### src/rtl/chunked_adder_seq.sv
// Wide adder sequencer: feeds one external 5-bit ripple adder a chunk per clock,
// chaining the carry through a register, LSB chunk first.
module chunked_adder_seq #(
  parameter int unsigned CHUNKS  = 4,
  parameter int unsigned CHUNK_W = 5
) (
  input  logic                        clk,
  input  logic                        rst_n,
  input  logic                        start,
  input  logic [CHUNKS*CHUNK_W-1:0]   op_a,
  input  logic [CHUNKS*CHUNK_W-1:0]   op_b,
  input  logic                        cin_in,
  output logic [CHUNK_W-1:0]          add_a,
  output logic [CHUNK_W-1:0]          add_b,
  output logic                        add_cin,
  input  logic [CHUNK_W-1:0]          add_sum,
  input  logic                        add_cout,
  output logic                        busy,
  output logic                        done,
  output logic [CHUNKS*CHUNK_W-1:0]   result,
  output logic                        carry_out,
  output logic                        overflow
);

  localparam int unsigned W     = CHUNKS * CHUNK_W;
  localparam int unsigned IDX_W = $clog2(CHUNKS);
  localparam logic [IDX_W-1:0] LAST_IDX = IDX_W'(CHUNKS - 1);

  typedef enum logic [1:0] {IDLE, RUN, DONE} state_t;

  state_t           state;
  logic [W-1:0]     a_reg;
  logic [W-1:0]     b_reg;
  logic             carry;
  logic [IDX_W-1:0] idx;
  logic [31:0]      base;

  assign base = CHUNK_W * 32'(idx);

  // Adder operands come from registers only, so there is no loop through the adder.
  always_comb begin
    add_a   = '0;
    add_b   = '0;
    add_cin = 1'b0;
    if (state == RUN) begin
      add_a   = CHUNK_W'(a_reg >> base);
      add_b   = CHUNK_W'(b_reg >> base);
      add_cin = carry;
    end
  end

  always_ff @(posedge clk or negedge rst_n) begin
    if (!rst_n) begin
      state     <= IDLE;
      a_reg     <= '0;
      b_reg     <= '0;
      carry     <= 1'b0;
      idx       <= '0;
      busy      <= 1'b0;
      done      <= 1'b0;
      result    <= '0;
      carry_out <= 1'b0;
      overflow  <= 1'b0;
    end else begin
      case (state)
        IDLE: begin
          done <= 1'b0;
          if (start) begin
            a_reg     <= op_a;
            b_reg     <= op_b;
            carry     <= cin_in;
            idx       <= '0;
            result    <= '0;
            carry_out <= 1'b0;
            overflow  <= 1'b0;
            busy      <= 1'b1;
            state     <= RUN;
          end
        end
        RUN: begin
          for (int unsigned k = 0; k < CHUNKS; k++) begin
            if (idx == IDX_W'(k)) result[k*CHUNK_W +: CHUNK_W] <= add_sum;
          end
          carry <= add_cout;
          idx   <= idx + 1'b1;
          // Final chunk: its sum MSB is the result sign bit.
          if (idx == LAST_IDX) begin
            carry_out <= add_cout;
            overflow  <= (a_reg[W-1] == b_reg[W-1]) && (add_sum[CHUNK_W-1] != a_reg[W-1]);
            busy      <= 1'b0;
            done      <= 1'b1;
            state     <= DONE;
          end
        end
        DONE: begin
          done  <= 1'b0;
          state <= IDLE;
        end
        default: begin
          busy  <= 1'b0;
          done  <= 1'b0;
          state <= IDLE;
        end
      endcase
    end
  end

endmodule

### config.mk
export PLATFORM = sky130hd
export DESIGN_NAME = chunked_adder_seq
export DESIGN_NICKNAME = d
export VERILOG_FILES = /design/src/rtl/chunked_adder_seq.sv
export SDC_FILE = /design/constraint.sdc
export NUM_CORES = 1
export LEC_CHECK = 0
export BUFFER_PORTS_ARGS = -buffer_cell sky130_fd_sc_hd__buf_4
export CAP_MARGIN = 10
export CORE_MARGIN = 2
export CORE_UTILIZATION = 31
export CTS_CLUSTER_DIAMETER = 40
export DETAILED_ROUTE_END_ITERATION = 8
export PLACE_DENSITY = 0.5
export RECOVER_POWER = 50
export SLEW_MARGIN = 20
export SYNTH_ARGS = -nofsm -noshare
export SYNTH_HDL_FRONTEND = slang
export SYNTH_SLANG_ARGS = --single-unit
### constraint.sdc
create_clock -name clk -period 2 [get_ports clk]
set_input_delay 0.2 -clock clk [delete_from_list [all_inputs] [get_ports clk]]
set_output_delay 0.2 -clock clk [all_outputs]
set_load 0.03 [all_outputs]
==> run_results.csv <==
group,metric,value,unit
status,status,"complete, but fails checks",
status,failed_checks,"capacitance limit, slew limit",
layout,num_antenna_cells,0,
cts,htreeDepth,3,
grt,grt_max_degree,70,
worst_setup_path,cp-start-kind,"flop",
place,gp_congestion,0.7604,
layout,fin_area,4454,sq um
synthesis,syn-cell-area,3432,sq um
detailed_routing,drc,0,
detailed_routing,vias,2209,
power_and_ir_drop,peakVddDrop,821.1,uV
worst_setup_path,crit_start,"idx[0]",
layout,multi_input_area,1545,sq um
synthesis,synthesis.instances,233,
sta,slew-limit-headroom,-0.1596,
sta,worst_slew_pin_slew,1.739,ns
grt,grt_busiest_layer,"met2",
layout,seq_area,1728,sq um
detailed_routing,vias_per_cell,4.680,
grt,antenna_found_initial,0,
floorplanning,coreArea,10840,sq um
sta,final-setup-viol-count,0,
floorplanning,io_pins,85,
cts,cts_buffers,9,
job,cap_violations,1,
grt,met1_usage,0.1882,
cts,clk_latency,0.34,ns
worst_setup_path,r2r-start,"idx[0]",
synthesis,synth_fp_nets,287,
sta,hold_ws,0.07993,ns
worst_setup_path,rrSetupSlack,0.22,ns
grt,grt_overflow_total,0,
cts,clockBufferDepth,2,
layout,nets,381,
synthesis,ys_types,28,
grt,grt_pass1_vias,2323,
detailed_routing,drt_iter0_drc,69,
floorplanning,die_h,109.2,microns
worst_setup_path,cp.arrival,1.74,ns
place,dp_hpwl,5173,microns
floorplanning,die-area,11930,sq um
worst_setup_path,end_kind,"output pin",
grt,use_met2,0.2059,
layout,layout-drive-gt1-share,0.5060,
detailed_routing,ant_nets,0,
cts,cts_sinks,69,
sta,clock-skew-final,0.009871,ns
sta,finalMaxSlewViolations,70,
min_path,worstHoldStart,"op_a[18]",
synthesis,ys_ff_latch,69,
sta,finalCriticalPeriod,1.938,ns
worst_setup_path,critPathRequiredTime,1.80,ns
cts,cts_tree,"yes",
cts,clockRootBuffer,"clkbuf_8",
min_path,min-delay-path-class,"in2reg",
synthesis,yosys_warnings,0,
layout,syn_to_final_growth,29.78,%
place,placed_area,4203,sq um
power_and_ir_drop,p_leak,2.086,nW
grt,use_met3,0.05619,
detailed_routing,wl_per_cell,16.27,microns
sta,hold_violations,0,
layout,nFillCells,1076,
synthesis,ys_seq_area_frac,0.5031,
detailed_routing,firstDrtPassIters,5,
sta,post-route-period-util,0.9688,
synthesis,syn_area_per_cell,14.73,sq um
grt,grt_util_all_layers,0.1371,
floorplanning,dieWidth,109.2,microns
detailed_routing,drt_wl_total,7679,microns
worst_setup_path,crit_type,"reg2out",
power_and_ir_drop,power.density,1777,nW/um^2
grt,grt_pass1_wl,12400,microns
floorplanning,num_rows,38,
sta,fmax,516.1,MHz
cts,clkTransAtPathRegs,0.08,ns
cts,postCtsHoldBufs,0,
floorplanning,start_util,0.3166,
worst_setup_path,crit_fanout,5,
place,portBuffers,84,
synthesized netlist by cell type, drive strengths merged:
library cell | n | area (sq um)
a22o | 21 | 183.9
dfrtp | 69 | 1727
o31ai | 6 | 45.04
and2 | 11 | 68.82
mux4 | 10 | 236.5
o21ai | 10 | 50.05
mux2i | 1 | 10.01
nand2 | 10 | 37.54
o21bai | 2 | 18.77
and2b | 1 | 7.510
nor2b | 9 | 66.31
o211ai | 1 | 7.510
buf | 11 | 140.1
nor2 | 5 | 18.77
mux2 | 50 | 709.4
nand2b | 1 | 6.260
ha | 4 | 50.05
a21oi | 2 | 10.01
inv | 4 | 15.01
and3b | 1 | 8.760
clkbuf | 4 | 15.01
worst max-delay path, cell delays in order (launching register included):
cell and delay [ns]:
dfrtp_2 0.43, buf_8 0.15, mux4_2 0.49, and2_4 0.17, buf_4 0.16
cell usage in the layout, fill, tap and decap left out, drive strengths merged, types with 2 or more instances in the layout:
master	n
nor2	5
dfrtp	69
mux4	10
clkbuf	29
o31ai	6
buf	82
o21ai	10
o21bai	2
mux2	50
a22o	21
and2	11
nor2b	9
inv	4
a21oi	2
ha	4
nand2	10
per-stage QoR:
step | instances | power (mW) | TNS [ns] | setup slack (ns) | utilization
2_1_floorplan | 233 | 5.380 | 0 | 0.3356 | -
3_3_place_gp | 453 | 6.480 | 0 | 0.3312 | 0.3877
3_5_place_dp | 453 | 6.524 | 0 | 0.3096 | 0.3877
4_1_cts | 472 | 8.000 | -0.002992 | -0.002992 | 0.4138
5_1_grt | 472 | 8.448 | -0.009434 | -0.009434 | 0.4109
6_report | 472 | 7.917 | 0 | 0.06237 | 0.4109
power by group:
group / internal, mW / switching [mW] / total (mW)
Combinational: 2.30 / 1.94 / 4.25
Clock: 0.677 / 0.529 / 1.21
Sequential: 2.04 / 0.425 / 2.46
layout make-up:
cell class              instances  area share
inverters                       4    0.003371
well taps                     140     0.03933
repair buffers                 98      0.1750
clock inverters                 3    0.009551
multi-input cells             145      0.3469
clock buffers                  13     0.03792
flip-flops and latches         69      0.3879
timing repair:
item / 4_1_cts / 5_1_grt
setup endpoints to repair: 8 / 10
setup buffers: 2 / 1
cloned: 1 / 0
gates resized for setup: 10 / 15
pin swaps: 0 / 3
path summary, 6_finish.rpt:
path | to | cells after the start
max in group asynchronous | idx[0] | 1
min in group asynchronous | carry_out | 1
hold reg to reg | a_reg[14] | 1
hold / removal | a_reg[18] | 2
setup reg to reg | result[3] | 6
setup / recovery | add_a[1] | 4
routing by layer:
metal	vias up	share of wire
li1	1040	-
met1	1084	0.46
met2	77	0.45
met3	8	0.076
met4	0	0.0077
met5	-	0
kinds of logic after synthesis:
kind of cell	count (synthesis)	share of synthesized area
adder cells (fa/ha/maj)	4	0.01458
multiplexers	61	0.2785
AND/OR/NAND/NOR	38	0.06234
buffers and inverters	19	0.04958
AO/OA/AOI/OAI	42	0.09187
flip-flops	69	0.5031
(Power assumes the default switching activity.)
